`config.mk`:
```
export PLATFORM = sky130hd
export DESIGN_NAME = flatten_lane_scheduler
export DESIGN_NICKNAME = d
export VERILOG_FILES = /design/src/rtl/flatten_lane_scheduler.sv
export SDC_FILE = /design/constraint.sdc
export NUM_CORES = 1
export LEC_CHECK = 0
export BUFFER_PORTS_ARGS = -buffer_cell sky130_fd_sc_hd__buf_2
export CAP_MARGIN = 20
export CORE_ASPECT_RATIO = 0.7
export CORE_MARGIN = 1
export CORE_UTILIZATION = 50
export DETAILED_ROUTE_END_ITERATION = 7
export PLACE_DENSITY = 0.91
export SLEW_MARGIN = 20
export SYNTH_ARGS = -nofsm -noshare
export SYNTH_HDL_FRONTEND = slang
export SYNTH_SLANG_ARGS = --single-unit
```
`constraint.sdc`:
```
create_clock -name clk -period 2.5 [get_ports clk]
set_input_delay 0.5 -clock clk [delete_from_list [all_inputs] [get_ports clk]]
set_output_delay 0.5 -clock clk [all_outputs]
set_load 0.005 [all_outputs]
```
`src/rtl/flatten_lane_scheduler.sv`:
```
// Time-multiplexes NumOfImages pixel sources onto NumOfInputs shared lanes into flattening_layer,
// one image group per slot, then drives ImageSize all-invalid flush cycles and pulses done.
module flatten_lane_sel #(
  parameter int BitSize     = 4,
  parameter int NumOfImages = 4,
  parameter int NumOfInputs = 2,
  parameter int Lane        = 0,
  parameter int SW          = 1
) (
  input  logic [SW-1:0]                  slot,
  input  logic [NumOfImages-1:0]         src_valid,
  input  logic [NumOfImages*BitSize-1:0] src_data,
  output logic [BitSize-1:0]             data,
  output logic                           ok,
  output logic [NumOfImages-1:0]         sel
);
  // A lane whose image index is out of range stays idle and never blocks the slot.
  always_comb begin
    data = '0;
    ok   = 1'b1;
    sel  = '0;
    for (int i = 0; i < NumOfImages; i++) begin
      if (i == int'(slot) * NumOfInputs + Lane) begin
        data   = src_data[i*BitSize +: BitSize];
        ok     = src_valid[i];
        sel[i] = 1'b1;
      end
    end
  end
endmodule

module flatten_lane_scheduler #(
  parameter int BitSize        = 4,
  parameter int ImageSize      = 4,
  parameter int NumOfImages    = 4,
  parameter int NumOfInputs    = 2,
  parameter int CyclesPerPixel = 2
) (
  input  logic                           clk,
  input  logic                           res_n,
  input  logic                           start,
  input  logic [NumOfImages-1:0]         src_valid,
  input  logic [NumOfImages*BitSize-1:0] src_data,
  output logic [NumOfImages-1:0]         src_ready,
  input  logic                           fl_ready,
  output logic [NumOfImages-1:0]         fl_valid,
  output logic [NumOfInputs*BitSize-1:0] fl_data,
  output logic                           busy,
  output logic                           done
);
  localparam int SW = (CyclesPerPixel > 1) ? $clog2(CyclesPerPixel) : 1;
  localparam int PW = (ImageSize > 1) ? $clog2(ImageSize) : 1;

  typedef enum logic [1:0] {IDLE, ISSUE, FLUSH, DONE} state_t;
  state_t state, state_nxt;

  logic [SW-1:0] slot_cnt, slot_nxt;
  logic [PW-1:0] pix_cnt, pix_nxt, flush_cnt, flush_nxt;

  logic [NumOfInputs-1:0]                  lane_ok;
  logic [NumOfInputs-1:0][NumOfImages-1:0] lane_sel;
  logic [NumOfInputs-1:0][BitSize-1:0]     lane_data;
  logic [NumOfImages-1:0]                  grp_mask;
  logic accept, last_slot, last_pix, last_flush;

  genvar k;
  generate
    for (k = 0; k < NumOfInputs; k++) begin : g_lane
      flatten_lane_sel #(
        .BitSize(BitSize), .NumOfImages(NumOfImages), .NumOfInputs(NumOfInputs),
        .Lane(k), .SW(SW)
      ) u_lane (
        .slot(slot_cnt), .src_valid(src_valid), .src_data(src_data),
        .data(lane_data[k]), .ok(lane_ok[k]), .sel(lane_sel[k])
      );
    end
  endgenerate

  always_comb begin
    grp_mask = '0;
    for (int j = 0; j < NumOfInputs; j++) grp_mask = grp_mask | lane_sel[j];
  end

  // Whole group or nothing: a slot issues only when every existing image in it is valid.
  assign accept     = (state == ISSUE) && fl_ready && (&lane_ok);
  assign src_ready  = accept ? grp_mask : '0;
  assign last_slot  = (slot_cnt == SW'(CyclesPerPixel - 1));
  assign last_pix   = (pix_cnt == PW'(ImageSize - 1));
  assign last_flush = (flush_cnt == PW'(ImageSize - 1));
  assign busy       = (state != IDLE);
  assign done       = (state == DONE);

  always_comb begin
    state_nxt = state;
    slot_nxt  = slot_cnt;
    pix_nxt   = pix_cnt;
    flush_nxt = flush_cnt;
    case (state)
      IDLE: if (start) begin
        state_nxt = ISSUE;
        slot_nxt  = '0;
        pix_nxt   = '0;
      end
      ISSUE: if (accept) begin
        if (last_slot) begin
          slot_nxt = '0;
          if (last_pix) begin
            state_nxt = FLUSH;
            flush_nxt = '0;
          end else begin
            pix_nxt = pix_cnt + PW'(1);
          end
        end else begin
          slot_nxt = slot_cnt + SW'(1);
        end
      end
      FLUSH: begin
        if (last_flush) state_nxt = DONE;
        else             flush_nxt = flush_cnt + PW'(1);
      end
      DONE:    state_nxt = IDLE;
      default: state_nxt = IDLE;
    endcase
  end

  always_ff @(posedge clk or posedge res_n) begin
    if (res_n) begin
      state     <= IDLE;
      slot_cnt  <= '0;
      pix_cnt   <= '0;
      flush_cnt <= '0;
      fl_valid  <= '0;
      fl_data   <= '0;
    end else begin
      state     <= state_nxt;
      slot_cnt  <= slot_nxt;
      pix_cnt   <= pix_nxt;
      flush_cnt <= flush_nxt;
      fl_valid  <= accept ? grp_mask : '0;
      if (accept)              fl_data <= lane_data;
      else if (state == FLUSH) fl_data <= '0;
    end
  end
endmodule

```
==> results of run 1 <==
## cells in the mapped netlist, types with 2 or more instances
cell type,count
dfrtp_1,17
nor2_4,2
o211ai_1,3
ha_1,7
a21oi_1,2
nor2_1,4
nand2b_1,2
buf_4,5
a22oi_1,8
nand4_1,2
o31ai_1,2
o21ai_0,10
inv_1,15
nand2_1,9
## per-layer routing
metal / track usage (%) / vias up
li1: - / 437
met2: 31.6 / 20
met3: 7.59 / 0
met5: 0 / -
met1: 24.3 / 400
met4: 1.88 / 0
## state kept, by name (all words and copies together), names as in the netlist
register   flops
fl_valid       2
pix_cnt        2
state          2
flush_cnt      2
fl_data        8
last_slot      1
## logic make-up (layout without fill, tap and decap cells)
logic type	Yosys count	in the layout	share of synthesized area (%)
flip-flops	17	17	42.8
AND/OR/NAND/NOR	27	27	15.4
adder cells (fa/ha/maj)	7	7	8.82
buffers and inverters	20	61	9.45
multiplexers	2	2	2.14
AO/OA/AOI/OAI	30	30	21.4
## power breakdown
part	internal, mW	leakage, nW	switching, mW
Sequential	0.362	0.228	0.0662
Combinational	0.240	0.386	0.309
Clock	0.0619	0.0150	0.0737
Total	0.664	0.629	0.449
## stage by stage
step / hold slack [ps] / total power [mW]
after floorplan: 426 / 0.826
after global placement: 488 / 0.950
after detailed placement: 495 / 0.984
after CTS: 292 / 1.13
after global routing: 319 / 1.23
final: 275 / 1.11
## layout make-up
| class | count | area [sq um] |
|---|---|---|
| Clock buffer | 4 | 26.3 |
| Fill cell | 159 | 632 |
| Inverter | 15 | 56.3 |
| Multi-Input combinational cell | 66 | 474 |
| Sequential cell | 17 | 425 |
| Tap cell | 22 | 27.5 |
| Timing Repair Buffer | 42 | 213 |
## how the worst min path moves through the flow
stage                             from            to  slack, ps  cells after the start
after CTS                        res_n    fl_data[2]        290                      2
after detailed placement  flush_cnt[0]  flush_cnt[0]        490                      1
final                            res_n    fl_data[2]        280                      2
after global placement    flush_cnt[0]  flush_cnt[0]        490                      1
after global routing             res_n    fl_data[6]        320                      2
after floorplan                  res_n    fl_data[0]        430                      1
## critical path, stage by stage (launching register included)
cell     delay, ps
dfrtp_1        420
inv_1          110
ha_1           370
inv_1          200
nor2_4         280
buf_2          170
==> flow_summary.json, run 1 <==
{
  "grt_first_pass_wirelength_um": 3060,
  "root_buffer": "clkbuf_4",
  "end_kind": "output port",
  "ys_types": 29,
  "synth_nets": 134,
  "num_rows": 13,
  "insertion_delay_ps": 280,
  "grt_pass1_vias": 705,
  "r2r-end": "fl_data[0]",
  "synth_cells": 103,
  "cts_tree": "yes",
  "core_sq_um": 1850,
  "pre_cts_ws_ps": 503,
  "place_inst": 162,
  "syn-cell-area_sq_um": 993,
  "avgSynthCellArea_sq_um": 9.65,
  "drt_iter0_drc": 23,
  "die_w_um": 55.3,
  "setup-violations-final": 0,
  "drive_gt1_share_pct": 36.1,
  "wl_met1_um": 865,
  "fp.dieH_um": 39.3,
  "ff2ff_path_depth": 5,
  "h-tree-depth": 1,
  "ys.flop_type": "dfrtp_1",
  "worstHoldPathType": "in -> async",
  "via_count": 857,
  "gr-total-overflow": 0,
  "clk_pin_slew_ps": 90,
  "leakage_nw": 0.629,
  "cts_post_setup_buffers_inserted": 0,
  "n_antenna_cell": 0,
  "initial_core_util_pct": 53.6,
  "clock.fmax_mhz": 430,
  "peakVddDrop_uv": 634,
  "routed.top_layer": "met3",
  "finalCriticalPeriod_ps": 2320,
  "slew-limit-headroom_pct": 59.5,
  "maxCapViolCount": 0,
  "final.setup.worst_slack_ps": 175,
  "start_kind": "flip-flop",
  "status": "finished clean",
  "final_common_cell": "buf_2",
  "placed_cell_area_sq_um": 1200,
  "rsz0062_at_grt": "no",
  "post-route-period-util_pct": 93.0,
  "r2r_start": "state[1]",
  "synth_edf_count": 0,
  "p_per_area_nw_per_um2": 911,
  "critPathMaxFanout": 11,
  "cp_data_required_time_ps": 2000,
  "nNetsFinal": 176,
  "async_flop_share_pct": 100,
  "critPathLaunch": "state[1]",
  "dp.final_hpwl_um": 1610,
  "worstSetupEndpoint": "src_ready[2]",
  "synth_area_leaders": "dfrtp_1 43%, ha_1 8.8%, a22oi_1 6.0%, inv_1 5.7%, o21ai_0 5.0%",
  "cts-hold-fix-buffers": 0,
  "die_area_sq_um": 2170,
  "ys_seq_area_share_pct": 42.8,
  "fin_skew_ps": 4.25,
  "grt_start_max_net_pins": 18,
  "routed_wl_um": 1960,
  "critical_path_class": "reg -> out",
  "grt.total_usage_pct": 18.9,
  "antenna_found_initial": 0,
  "cts_num_sinks": 17,
  "post_drt_via_cell_ratio": 5.16,
  "yosysTopAreaCell": "dfrtp_1",
  "ios": 42,
  "wire_per_inst_um": 11.8,
  "clockBufferDepth": 2,
  "ys_warn_count": 0,
  "met2WireLength_um": 1010,
  "slew_viol_final": 0,
  "synth_seq_cells": 17,
  "drc_errors": 0,
  "io_buffers": 41,
  "ant_nets": 0,
  "cts_buffers": 3,
  "instances_no_fill": 166,
  "final.setup.tns_ps": 0,
  "cts_resized": 0,
  "syn2layout_area_growth_pct": 23.0,
  "synth.top_cell.area_share_pct": 42.8,
  "final_area_sq_um": 1220,
  "r2r_slack_ps": 750,
  "utilization_pct": 65.9,
  "final_cell_mix": "41 x buf_2, 17 x dfrtp_1, 15 x inv_1, 10 x o21ai_0, 9 x nand2_1",
  "met3_length_um": 80,
  "dr.pass1.iters": 4,
  "tightest_slew_ps": 608,
  "hold_viol_final": 0,
  "cp.arrival_ps": 1820,
  "gp_congestion": 0.739
}
Power figures use the tool's default switching activity.
==> run 2: changes to the inputs <==
BUFFER_PORTS_ARGS = unset   (was -buffer_cell sky130_fd_sc_hd__buf_2)
CORE_ASPECT_RATIO = unset   (was 0.7)
CORE_UTILIZATION = 60   (was 50)
DONT_BUFFER_PORTS = 1   (was unset)
PLACE_DENSITY = 0.84   (was 0.91)
==> run 2 against run 1 <==
Against the previous run:
- flip-flop and latch count unchanged
- utilization up 0.41 points
- die area down 16%
- register-to-register slack better by 150 ps
- sequential power up 2%
- critical endpoint is now src_ready[1]
==> flow_summary.json, run 2 (synthesized netlist as in run 1, its figures left out) <==
{
  "status": "finished clean",
  "crit_family": "simple AND/OR/NAND/NOR gates",
  "critPathMaxFanout": 11,
  "gp_congestion": 0.810,
  "hold_viol_final": 0,
  "critical_path_class": "reg -> out",
  "slew_viol_final": 0,
  "root_buffer": "clkbuf_4",
  "ff_latch_area_sq_um": 425,
  "largest_register_ffs": 8,
  "cts_buffers": 3,
  "syn2layout_area_growth_pct": 1.76,
  "clock.fmax_mhz": 493,
  "cts_resized": 0,
  "clockBufferDepth": 2,
  "r2r_slack_ps": 900,
  "setup-violations-final": 0,
  "insertion_delay_ps": 300,
  "die_area_sq_um": 1820,
  "worstHoldPathType": "in -> async",
  "grt.total_usage_pct": 23.1,
  "n_antenna_cell": 0,
  "crit_buf_inv": 2,
  "finalCriticalPeriod_ps": 2030,
  "multi_input_area_sq_um": 474,
  "routed_wl_um": 1870,
  "fp.dieH_um": 42.7,
  "peakVddDrop_uv": 742,
  "antenna_found_initial": 0,
  "cts_tree": "yes",
  "p_per_area_nw_per_um2": 1050,
  "nNetsFinal": 135,
  "cp.arrival_ps": 1530,
  "fin_skew_ps": 7.62,
  "cp_data_required_time_ps": 2000,
  "whs_ps": 160,
  "ios": 42,
  "h-tree-depth": 1,
  "leakage_nw": 0.445,
  "cts_post_setup_buffers_inserted": 0,
  "via_count": 744,
  "dr.pass1.iters": 4,
  "ff2ff_path_depth": 6,
  "grt_first_pass_wirelength_um": 3020,
  "grt_pass1_vias": 705,
  "drc_errors": 0,
  "rsz0062_at_grt": "no",
  "die_w_um": 42.7,
  "utilization_pct": 66.3,
  "r2r-end": "fl_data[1]",
  "slowest_delay_ps": 430,
  "crit_path_top_delay_cell": "nor2_2",
  "top_register": "fl_data",
  "tightest_slew_ps": 637,
  "post-route-period-util_pct": 81.1,
  "path_common_cell": "inv_1",
  "cts-hold-fix-buffers": 0,
  "cp_cell_sequence": "inv_1, ha_1, inv_1, nor2_2",
  "final_common_cell": "dfrtp_1",
  "drt_iter0_drc": 18,
  "fin_total_pwr_mw": 1.06,
  "final_cell_mix": "17 x dfrtp_1, 15 x inv_1, 10 x o21ai_0, 9 x nand2_1, 8 x a22oi_1",
  "ant_nets": 0,
  "post_drt_via_cell_ratio": 6.25,
  "start_kind": "flip-flop",
  "cts_num_sinks": 17,
  "initial_core_util_pct": 65.2,
  "io_buffers": 0,
  "core_sq_um": 1520,
  "wire_per_inst_um": 15.7,
  "drive_gt1_share_pct": 11.7,
  "dp.final_hpwl_um": 1460,
  "n_fill_cell": 130,
  "final.setup.tns_ps": 0,
  "maxCapViolCount": 0,
  "r2r_start": "state[1]",
  "gr-total-overflow": 0,
  "slew-limit-headroom_pct": 57.5,
  "end_kind": "output port",
  "grt_start_max_net_pins": 18,
  "num_rows": 14,
  "clk_pin_slew_ps": 100
}
==> run 2: changes by cell type in the layout (fill, tap and decap cells not counted), sizes merged <==
cell	change
clkbuf	-1
clkinv	+1
buf	-41
==> run 2: stage by stage <==
stage          instances  setup slack (ps)  area [sq um]
6_report             119               471          1010
5_1_grt              119               373          1010
4_1_cts              119               463          1010
3_5_place_dp         115               791           983
3_3_place_gp         115               855           983
2_1_floorplan        103               674           993
==> run 2: power breakdown <==
group	internal (mW)	switching (mW)
registers	0.362	0.0726
logic	0.198	0.280
clock network	0.0596	0.0861
total	0.620	0.438
==> run 2: worst max path at each step <==
stage / from / end / slack, ps / cells past startpoint
4_1_cts: state[1] / src_ready[1] / 460 / 4
3_5_place_dp: state[1] / src_ready[1] / 790 / 4
3_3_place_gp: state[1] / src_ready[1] / 860 / 4
6_report: state[1] / src_ready[1] / 470 / 4
5_1_grt: state[1] / src_ready[0] / 370 / 4
2_1_floorplan: state[1] / src_ready[1] / 670 / 6
==> run 2: area by class of cell <==
class	count	share of cell area, %
multi-input cells	66	46.9
flip-flops and latches	17	42.1
inverters	15	5.57
clock buffers	3	2.23
well taps	16	1.98
repair buffers	1	0.743
clock inverters	1	0.495
==> run 2: per-layer routing <==
layer | up-vias | GRT usage [%] | routed length [um]
li1 | 361 | - | -
met1 | 353 | 25.6 | 745
met2 | 25 | 38.2 | 975
met3 | 5 | 10.6 | 117
met4 | 0 | 9.38 | 33
met5 | - | 0 | 0
==> run 3: changes to the inputs <==
CORE_UTILIZATION = 54   (was 60)
PLACE_DENSITY = 0.8   (was 0.84)
clock period = 1.8 ns   (was 2.5 ns; I/O delays follow)
==> run 3 against run 2 <==
Against the previous run:
- the run now ends with setup timing left
- die area increased by 11%
- clock power increased by 50%
- utilization decreased by 1.6 points
- cell area increased by 11%
- flip-flop and latch count unchanged
- sequential power increased by 41%
- combinational power increased by 76%
- setup slack got worse by 480 ps
- clock skew decreased by 6.6 ps
- routed wire length increased by 16%
- clock-buffer cell count unchanged
- power increased by 58%
- largest power group unchanged
==> flow_summary.json, run 3 (synthesized netlist as in run 1, its figures left out) <==
{
  "globalRouteMet2Util_pct": 27.6,
  "start_kind": "flip-flop",
  "utilization_pct": 64.8,
  "failed_checks": "setup timing",
  "n_fill_cell": 144,
  "fp.dieH_um": 44.9,
  "cts_tree": "yes",
  "hold_viol_final": 0,
  "num_rows": 15,
  "grt_pass1_vias": 674,
  "fin_skew_ps": 0.989,
  "core_sq_um": 1730,
  "top_register": "fl_data",
  "peakVddDrop_uv": 871,
  "post-route-period-util_pct": 101,
  "final_common_cell": "dfrtp_1",
  "gr-total-overflow": 0,
  "met3_usage_pct": 6.40,
  "dp.final_hpwl_um": 1370,
  "nNetsFinal": 145,
  "cp_data_required_time_ps": 1440,
  "initial_core_util_pct": 57.5,
  "dr.pass1.iters": 4,
  "slew_viol_final": 0,
  "placed_cell_area_sq_um": 1000,
  "clk_pin_slew_ps": 110,
  "whs_ps": 21.8,
  "setup-violations-final": 2,
  "leakage_nw": 0.487,
  "antenna_found_initial": 0,
  "maxCapViolCount": 0,
  "cts_num_sinks": 17,
  "clock.fmax_mhz": 552,
  "worstHoldPathType": "in -> async",
  "ant_nets": 0,
  "p_per_area_nw_per_um2": 1500,
  "final_cell_mix": "17 x dfrtp_1, 13 x inv_1, 10 x o21ai_0, 9 x nand2_1",
  "drc_errors": 0,
  "clockBufferDepth": 2,
  "crit_path_top_delay_cell": "dfrtp_1",
  "die_area_sq_um": 2020,
  "wire_per_inst_um": 15.8,
  "cts-hold-fix-buffers": 0,
  "grt_start_max_net_pins": 18,
  "largest_register_ffs": 8,
  "cts_buffers": 3,
  "finalCriticalPeriod_ps": 1810,
  "ios": 42,
  "drive_gt1_share_pct": 22.1,
  "cp.arrival_ps": 1450,
  "rsz0062_at_grt": "yes",
  "gp_congestion": 0.812,
  "n_antenna_cell": 0,
  "critical_path_class": "reg -> out",
  "final_area_sq_um": 1120,
  "busiest_layer": "met1",
  "post_drt_via_cell_ratio": 5.98,
  "tightest_slew_ps": 665,
  "syn2layout_area_growth_pct": 12.6,
  "cp_cell_sequence": "inv_2, ha_4, clkinvlp_4, nor2_4, buf_6",
  "use_met1_pct": 30.0,
  "final.setup.worst_slack_ps": -12.9,
  "grt_first_pass_wirelength_um": 2940,
  "fin_total_pwr_mw": 1.67,
  "via_count": 825,
  "grt.total_usage_pct": 20.4,
  "end_kind": "output port",
  "slowest_delay_ps": 430,
  "die_w_um": 44.9,
  "drt_iter0_drc": 49,
  "insertion_delay_ps": 310,
  "slew-limit-headroom_pct": 55.6,
  "status": "finished, violations left",
  "h-tree-depth": 1,
  "routed_wl_um": 2180,
  "root_buffer": "clkbuf_4",
  "io_buffers": 0,
  "critPathMaxFanout": 6
}
[run 3: metal layers]
metal	part of all wire [%]	routed length [um]
met1	43	935
met2	47	1010
met3	7.7	168
met4	2.8	60
met5	0	0
[run 3: worst max-delay path, delay by kind of cell, from the launching register on]
kind,cells,cell delay [ps]
fa+ha+maj,1,150
flops,1,430
buf+inv,3,400
simple gates,1,150
[run 3: area by class of cell]
class	instances	area [sq um]	area share (%)
timing repair buffer	10	76.3	6.82
multi-input combinational	67	498	44.5
sequential	17	425	38.0
inverter	15	60.1	5.37
clock buffer	3	22.5	2.01
tap	25	31.3	2.80
clock inverter	1	5.00	0.447
[run 3: worst paths after layout]
path / start / end / slack [ps] / depth (start not counted)
worst max-delay path: state[1] / src_ready[0] / -10 / 5
worst min-delay path: res_n / state[1] / 20 / 1
worst max register to register: state[0] / state[1] / 130 / 6
worst min register to register: flush_cnt[0] / flush_cnt[0] / 510 / 1
max in group asynchronous: res_n / last_slot / 1360 / 1
min in group clk: src_data[5] / fl_data[5] / 200 / 2
[run 3: metrics by stage]
step | instances | setup slack (ps) | setup TNS [ps]
after floorplan | 103 | 114 | 0
after global placement | 125 | 271 | 0
after detailed placement | 125 | 223 | 0
after CTS | 129 | 30.1 | 0
after global routing | 138 | -77.4 | -185
final | 138 | -12.9 | -25.4
[run 3: repair_timing]
action,4_1_cts,5_1_grt
gates resized for setup,3,3
endpoints found under the hold margin,0,0
pin swaps,0,2
cloned,0,2
buffers inserted,0,7
setup endpoints to repair,4,4
[run 3: report_power, final]
group	leakage [nW]	internal (mW)	switching, mW	total [mW]
clock network	0.0177	0.0831	0.136	0.219
registers	0.228	0.503	0.112	0.615
logic	0.241	0.383	0.458	0.841
